==> config.mk <==
export PLATFORM = sky130hd
export DESIGN_NAME = lap_timer
export DESIGN_NICKNAME = d
export VERILOG_FILES = /design/src/rtl/watch_pkg.sv /design/src/rtl/mod_digit.sv /design/src/rtl/lap_timer.sv
export SDC_FILE = /design/constraint.sdc
export NUM_CORES = 1
export LEC_CHECK = 0
export ABC_AREA = 1
export BUFFER_PORTS_ARGS = -buffer_cell sky130_fd_sc_hd__buf_2
export CORE_ASPECT_RATIO = 1.4
export CORE_MARGIN = 2
export CORE_UTILIZATION = 45
export DETAILED_ROUTE_END_ITERATION = 7
export PLACE_DENSITY = 0.68
export SLEW_MARGIN = 20
export SYNTH_ARGS = -nofsm -noshare
export SYNTH_HDL_FRONTEND = slang
export SYNTH_HIERARCHICAL = 1
export SYNTH_SLANG_ARGS = --single-unit
==> constraint.sdc <==
create_clock -name clk_1Khz -period 7.3 [get_ports clk_1Khz]
set_input_delay 0.73 -clock clk_1Khz [delete_from_list [all_inputs] [get_ports clk_1Khz]]
set_output_delay 0.73 -clock clk_1Khz [all_outputs]
set_load 0.02 [all_outputs]
==> src/rtl/watch_pkg.sv <==
`default_nettype none
// ============================================================================
// Module      : watch_pkg
// Description : Shared digit width, default MM:SS.mmm radix vector, count
//               direction type and digit clamp helper for the watch blocks.
// Revision    : 1.0 - initial release
// ============================================================================
package watch_pkg;

    localparam int DIGIT_W           = 4;
    localparam int STOPWATCH_NDIGITS = 7;

    // MSB first: tens of minutes, minutes, tens of seconds, seconds, ms x3
    localparam logic [DIGIT_W*STOPWATCH_NDIGITS-1:0] STOPWATCH_RADIX =
        {4'd6, 4'd10, 4'd6, 4'd10, 4'd10, 4'd10, 4'd10};

    typedef enum logic {
        DIR_UP   = 1'b0,
        DIR_DOWN = 1'b1
    } dir_e;

    function automatic logic [DIGIT_W-1:0] digit_clamp(
        input logic [DIGIT_W-1:0] value,
        input logic [DIGIT_W-1:0] modulus
    );
        return (value >= modulus) ? (modulus - 4'd1) : value;
    endfunction

endpackage
`default_nettype wire

==> src/rtl/mod_digit.sv <==
`default_nettype none
// ============================================================================
// Module      : mod_digit
// Description : One modulo-N BCD digit with up/down stepping, ripple enable
//               out, and clamped synchronous load.
// Revision    : 1.0 - initial release
// ============================================================================
module mod_digit
    import watch_pkg::*;
#(
    parameter logic [DIGIT_W-1:0] MODULUS = 4'd10
) (
    input  logic               clk_i,
    input  logic               rst_ni,
    input  logic               load_i,
    input  logic [DIGIT_W-1:0] preset_i,
    input  dir_e               dir_i,
    input  logic               step_i,
    output logic [DIGIT_W-1:0] digit_o,
    output logic [DIGIT_W-1:0] digit_next_o,
    output logic               step_o
);

    localparam logic [DIGIT_W-1:0] C_MAX = MODULUS - 4'd1;

    logic [DIGIT_W-1:0] digit_q;
    logic [DIGIT_W-1:0] digit_d;
    logic               w_at_limit;

    // Limit is the value that wraps and passes the step on to the next digit
    assign w_at_limit = (dir_i == DIR_DOWN) ? (digit_q == '0) : (digit_q == C_MAX);
    assign step_o     = step_i & w_at_limit;

    always_comb begin
        digit_d = digit_q;
        if (load_i) begin
            digit_d = digit_clamp(preset_i, MODULUS);
        end else if (step_i) begin
            if (w_at_limit) begin
                digit_d = (dir_i == DIR_DOWN) ? C_MAX : '0;
            end else if (dir_i == DIR_DOWN) begin
                digit_d = digit_q - 4'd1;
            end else begin
                digit_d = digit_q + 4'd1;
            end
        end
    end

    always_ff @(posedge clk_i or negedge rst_ni) begin
        if (!rst_ni) begin
            digit_q <= '0;
        end else begin
            digit_q <= digit_d;
        end
    end

    assign digit_o      = digit_q;
    assign digit_next_o = digit_d;

endmodule
`default_nettype wire

==> src/rtl/lap_timer.sv <==
`default_nettype none
// ============================================================================
// Module      : lap_timer
// Description : BCD stopwatch / countdown timer with lap freeze, sticky wrap
//               flag and countdown-done flag.
// Revision    : 1.0 - initial release
// ============================================================================
module lap_timer
    import watch_pkg::*;
#(
    parameter int                         NDIGITS = 7,
    parameter logic [DIGIT_W*NDIGITS-1:0] RADIX   = STOPWATCH_RADIX
) (
    input  logic                       clk_1Khz,
    input  logic                       rst,
    input  logic                       tick,
    input  logic                       EN,
    input  logic                       load,
    input  logic                       down,
    input  logic                       lap,
    input  logic [DIGIT_W*NDIGITS-1:0] preset,
    output logic [DIGIT_W*NDIGITS-1:0] count,
    output logic [DIGIT_W*NDIGITS-1:0] dispbuf,
    output logic                       lap_valid,
    output logic                       done,
    output logic                       ovf
);

    localparam int C_W = DIGIT_W * NDIGITS;

    logic [C_W-1:0]   w_count;
    logic [C_W-1:0]   w_count_next;
    logic [NDIGITS:0] w_carry;
    dir_e             w_dir;
    logic             w_all_zero;
    logic             w_wrap;
    logic             w_lap_rise;

    logic             ovf_q, ovf_d;
    logic             done_q, done_d;
    logic             lap_prev_q;
    logic             lap_valid_q, lap_valid_d;
    logic [C_W-1:0]   lap_reg_q, lap_reg_d;

    assign w_dir      = dir_e'(down);
    assign w_all_zero = (w_count == '0);

    // Countdown parks at zero: suppress the step instead of letting it borrow
    assign w_carry[0] = EN & tick & ~load & ~((w_dir == DIR_DOWN) & w_all_zero);

    generate
        for (genvar i = 0; i < NDIGITS; i++) begin : g_digit
            mod_digit #(
                .MODULUS (RADIX[i*DIGIT_W +: DIGIT_W])
            ) u_digit (
                .clk_i        (clk_1Khz),
                .rst_ni       (rst),
                .load_i       (load),
                .preset_i     (preset[i*DIGIT_W +: DIGIT_W]),
                .dir_i        (w_dir),
                .step_i       (w_carry[i]),
                .digit_o      (w_count[i*DIGIT_W +: DIGIT_W]),
                .digit_next_o (w_count_next[i*DIGIT_W +: DIGIT_W]),
                .step_o       (w_carry[i+1])
            );
        end
    endgenerate

    assign w_wrap     = (w_dir == DIR_UP) & w_carry[NDIGITS];
    assign w_lap_rise = lap & ~lap_prev_q;

    always_comb begin
        ovf_d       = load ? 1'b0 : (ovf_q | w_wrap);
        done_d      = (w_dir == DIR_DOWN) & (w_count_next == '0);
        lap_valid_d = lap_valid_q ^ w_lap_rise;
        lap_reg_d   = lap_reg_q;
        if (w_lap_rise && !lap_valid_q) begin
            lap_reg_d = w_count;
        end
    end

    always_ff @(posedge clk_1Khz or negedge rst) begin
        if (!rst) begin
            ovf_q       <= 1'b0;
            done_q      <= 1'b0;
            lap_prev_q  <= 1'b0;
            lap_valid_q <= 1'b0;
            lap_reg_q   <= '0;
        end else begin
            ovf_q       <= ovf_d;
            done_q      <= done_d;
            lap_prev_q  <= lap;
            lap_valid_q <= lap_valid_d;
            lap_reg_q   <= lap_reg_d;
        end
    end

    assign count     = w_count;
    assign dispbuf   = lap_valid_q ? lap_reg_q : w_count;
    assign lap_valid = lap_valid_q;
    assign done      = done_q;
    assign ovf       = ovf_q;

endmodule
`default_nettype wire
* Yosys cells after proc, flatten, opt, wreduce, memory -nomap -nowiden
Index checks and enable logic that the tools add are counted.
Word-level totals: word-level logic and storage cells 117, output and inout bits 59, flip-flop bits (word level) 60
Cells by class: equal/unequal tests 7, reduce and logical (&&, ||, !) cells 11, magnitude comparators 7, $add $sub $neg 14, bitwise logic cells 20, muxes and demuxes 46
Operators by type and width (count):
- $mux W4 | 36
- $logic_not A28 Y1 | 2
- $add A4 B1 Y4 const B | 7
- $logic_not A4 Y1 | 7
- $mux W28 | 1
- $sub A4 B1 Y4 const B | 7
- $eq A4 B4 Y1 const B | 5
- $ge A4 B4 Y1 const B | 5
- $and A1 B1 Y1 | 14
- $eq A4 B3 Y1 const B | 2
- $ge A4 B3 Y1 const B | 2
- $mux W1 | 8
- $not A1 Y1 | 4
- $mux W3 | 1
- $logic_and A1 B1 Y1 | 1
- $logic_not A1 Y1 | 1
- $or A1 B1 Y1 | 1
- $xor A1 B1 Y1 | 1

* Longest topological paths before layout
depth in word-level cells 14, depth in mapped cells 27

* By module
Netlist, hierarchy kept.
By module, submodules not included:
- lap_timer | area each 1767.9 µm², cells an instance 245, times used 1, sequential area each 800.8 µm²
- mod_digit (g_digit[1].u_digit ...) | area each 371.6 µm², cells an instance 51, times used 4, sequential area each 100.1 µm²
- mod_digit (g_digit[4].u_digit ...) | area each 385.4 µm², cells an instance 63, times used 2, sequential area each 100.1 µm²
- mod_digit (g_digit[0].u_digit) | area each 379.1 µm², cells an instance 55, times used 1, sequential area each 100.1 µm²

* Worst setup path before layout
No wires, ideal clock.
path kind input to register, start point in down, end point reg done_q (netlist: done), path buffers 0, arrival 3893 ps, data required time 7229 ps, stages 25, library setup time 71 ps, slack 3336 ps, cells stage by stage nand3_1 nor2_1 nand2_1 nor2_1 nor2_1 inv_1 nor2_1 inv_1 nor2_1 inv_1 nor2_1 inv_1 nor2_1 inv_1 nor2_1 inv_1 nor2_1 inv_1 a21oi_1 nand3_1 nand2_1 inv_1 nor3_1 nand3b_1 nor2_1
On the way: cells in the longest elaborated chain, start to end 13, elaborated cells on any way between the ends 48, those cells by class 37 x mux; 10 x bitwise; 1 x reduce/logical
RTL lines:
- start, declared | line lap_timer.sv:19 | input logic down,
- $and A1 B1 Y1 | line lap_timer.sv:49 | assign w_carry[0] = EN & tick & ~load & ~((w_dir == DIR_DOWN) & w_all_zero);
- $not A1 Y1 | line lap_timer.sv:49
- $and A1 B1 Y1 | line lap_timer.sv:49
- named net w_carry[0] | line lap_timer.sv:33 | logic [NDIGITS:0] w_carry;
- $and A1 B1 Y1 | line mod_digit.sv:32 | assign step_o = step_i & w_at_limit;
- named net w_carry[1] | line lap_timer.sv:33
- $and A1 B1 Y1 | line mod_digit.sv:32
- named net w_carry[2] | line lap_timer.sv:33
- [1 not listed]
- named net w_carry[3] | line lap_timer.sv:33
- [1 not listed]
- named net w_carry[4] | line lap_timer.sv:33
- [1 not listed]
- named net w_carry[5] | line lap_timer.sv:33
- $and A1 B1 Y1 | line mod_digit.sv:32
- named net w_carry[6] | line lap_timer.sv:33
- $mux W4 | line mod_digit.sv:38 | end else if (step_i) begin
- $mux W4 | line mod_digit.sv:36 | if (load_i) begin
- named net w_count_next[26] | line lap_timer.sv:32 | logic [C_W-1:0] w_count_next;
- $logic_not A28 Y1 | line lap_timer.sv:74 | done_d = (w_dir == DIR_DOWN) & (w_count_next == '0);
- $and A1 B1 Y1 | line lap_timer.sv:74
- named net done_d | line lap_timer.sv:40 | logic done_q, done_d;
- end signal, assigned | line lap_timer.sv:91 | done_q <= done_d;
- end, declared | line lap_timer.sv:40
The timed path passes the listed nets, and every way through them passes these cells. A chain may end at the register's enable or synchronous reset.

* Worst setup path in the final report
Same ends and word-level chain as after synthesis.

==> results.toml <==
[placed_design]
dp_worst_setup_slack_ps = 2160
hpwlAfterDp_um = 8250
buffer_ports.inserted = 93
place_congestion = 0.867

[finish]
layout.cells.most_common_list = "167 x nand2_1, 93 x buf_2, 76 x nor2_1"
layout.area.seq_um2 = 1500
num-nets-final = 781
nFillCells = 914
syn_to_final_growth_pct = 20.3
mostFrequentLayoutCell = "nand2_1"
area_of_the_multi_input_gates_um2 = 2440
drive_above_1_share = 0.239
insertedDiodeCount = 0

[sta]
timing_worst_slew_pin_value_ps = 917
fmax_ghz = 0.205
setup_tns_ps = 0
layout_worst_path_cycle_share = 0.669
final_hold_violating_endpoints = 0
slew_headroom = 0.388
grt_setup_unrepaired = "false"
number_of_setup_violations_in_the_final_report = 0
final_clock_skew_ps = 5.09
post-route-worst-setup-slack_ps = 2410
maxSlewViolCount = 0
hold-worst-slack_ps = 516
finalWorstPathRequiredPeriod_ps = 4890

[logic_synthesis]
post_synth_instance_area_um2 = 4400
ys_seq_area_frac = 0.341
netlist_instances = 630
yosys_register_bits = 60
postSynthAreaPerCell_um2 = 6.99
synth.net_count = 687
yosys.cell_types.count = 32
ys.warnings.count = 6

[floorplan]
chip_height_um = 121
floorplan.core_area_um2 = 9510
floorplan_die_area_um2 = 10600
std_cell_rows = 42
die_width_um = 87.6
ioPinCount = 94
starting_density = 0.463

[run_status]
status = "finished clean"

[grt]
number_of_global_route_vias_before_repair = 4205
grt_antenna_before_repair = 0
grt_max_degree = 61
all_layer_global_routing_usage = 0.228
globalRouteOverflowTotal = 0
wire_length_of_the_first_global_routing_pass_um = 19100

[clock_tree]
buffers_inserted_by_post_cts_timing_repair = 0
clock_tree.buffer_depth = 2
clk-insertion-delay-late_ps = 330
htree_num_levels = 3
tritoncts = "done"
clkSlewWorstSetupHoldPaths_ps = 50
number_of_gates_resized_after_cts = 0
clock_sink_count = 60
ctsRootBufferMaster = "clkbuf_16"
post_cts_hold_buffer_count = 0
numCtsBuffers = 9

[route]
ant_nets = 0
drt_drc_violations_left = 0
drt_pass1_iterations = 4
totalWireLength_um = 11400
routed_wire_length_per_instance_um = 13.3
drt_iter0_drc = 168
vias_cell = 5.10
routed-via-count = 4390

[setup_path]
reg2reg_slack_ps = 2590
worstPathMaxFanout = 40
end_kind = "flip-flop"
arrival_ps = 5150
startpoint_to_endpoint_class_of_the_critical_path = "in2reg"
setup.worst_path.start_class = "input port"
worst_ep_required_time_ps = 7570

[job]
timing.max_cap.violations = 0

[power_and_ir_drop]
max_vdd_drop_uv = 157
power.density_cell_area_nw_per_um2 = 296
power.leakage_nw = 2.74

[min_path]
timing.hold.worst.class = "reg2reg"
## power by group
group,internal (mW),switching [mW]
clock,0.332,0.153
combinational,0.195,0.399
sequential,0.421,0.0686
## Yosys cell counts (all sizes together)
| cell type | number | area share |
|---|---|---|
| inv | 98 | 0.085 |
| clkbuf | 2 | 0.0020 |
| nand4 | 16 | 0.034 |
| ha | 15 | 0.043 |
| fa | 7 | 0.032 |
| o21ai | 62 | 0.075 |
| nor2 | 82 | 0.078 |
| nand3 | 31 | 0.040 |
| dfrtp | 60 | 0.34 |
| a21oi | 52 | 0.063 |
| nand3b | 2 | 0.0034 |
| xor2 | 2 | 0.0040 |
| xnor2 | 5 | 0.0099 |
| a22oi | 7 | 0.012 |
| buf | 10 | 0.020 |
| or2 | 1 | 0.0014 |
| nor3 | 1 | 0.0011 |
| nand2 | 177 | 0.16 |
## area by class of cell
| cell class | count | share of cell area |
|---|---|---|
| clock buffer | 9 | 0.0425 |
| timing repair buffer | 95 | 0.0907 |
| inverter | 98 | 0.0704 |
| multi-input combinational | 460 | 0.460 |
| sequential | 60 | 0.283 |
| clock inverter | 7 | 0.0217 |
| tap | 132 | 0.0312 |
## final timing paths
| path | depth (start not counted) | from | to |
|---|---|---|---|
| worst max-delay path | 27 | down | done$_DFF_PN0_ |
| worst min-delay path | 2 | ovf$_DFF_PN0_ | ovf$_DFF_PN0_ |
| worst max register to register | 26 | g_digit[6].u_digit/digit_o[1]$_DFF_PN0_ | done$_DFF_PN0_ |
| worst min register to register | 2 | ovf$_DFF_PN0_ | ovf$_DFF_PN0_ |
| max in group asynchronous | 2 | rst | g_digit[3].u_digit/digit_o[1]$_DFF_PN0_ |
| min in group asynchronous | 2 | rst | lap_reg_q[20]$_DFFE_PN0P_ |
## metrics by stage
| step | util | instance area [µm²] | cells | power, mW |
|---|---|---|---|---|
| final | 0.557 | 5300 | 861 | 1.57 |
| after global routing | 0.557 | 5300 | 861 | 1.68 |
| after CTS | 0.557 | 5300 | 861 | 1.59 |
| after detailed placement | 0.521 | 4960 | 845 | 1.09 |
| after global placement | 0.521 | 4960 | 845 | 1.08 |
| after floorplan | - | 4400 | 630 | 0.928 |
## kinds of logic after synthesis
kind of cell    count (synthesis)  synth area share
simple gates                  310             0.314
compound gates                121             0.150
buf+inv                       110             0.107
flops                          60             0.341
fa+ha+maj                      22            0.0744
xor+xnor                        7            0.0139
## worst max-delay path, stage by stage
cell	delay, ps
buf_2	90
buf_4	270
nand3_1	170
nor2_1	60
nand2_1	60
nor2_1	40
nor2_1	180
inv_1	150
nor2_1	240
inv_1	150
nor2_1	250
inv_1	150
nor2_1	260
inv_1	160
nor2_1	390
inv_1	160
nor2_1	240
inv_1	150
nor2_1	390
inv_1	160
a21oi_1	150
nand3_1	90
nand2_1	60
inv_1	50
nor3_1	130
nand3b_1	100
nor2_1	100
## flip-flops by register name (all words and copies together), names as in the netlist
name                     count
lap_reg_q                   28
ovf                          1
done                         1
lap_prev_q                   1
lap_valid                    1
g_digit.u_digit/digit_o     28
## layer usage
metal	up-vias	global-route usage	part of all wire
met2	130	0.395	0.51
met1	2026	0.280	0.43
met3	22	0.0238	0.040
li1	2212	-	-
met4	0	0.108	0.024
met5	-	0	0
Note: power is estimated with default switching activity, not from simulation.
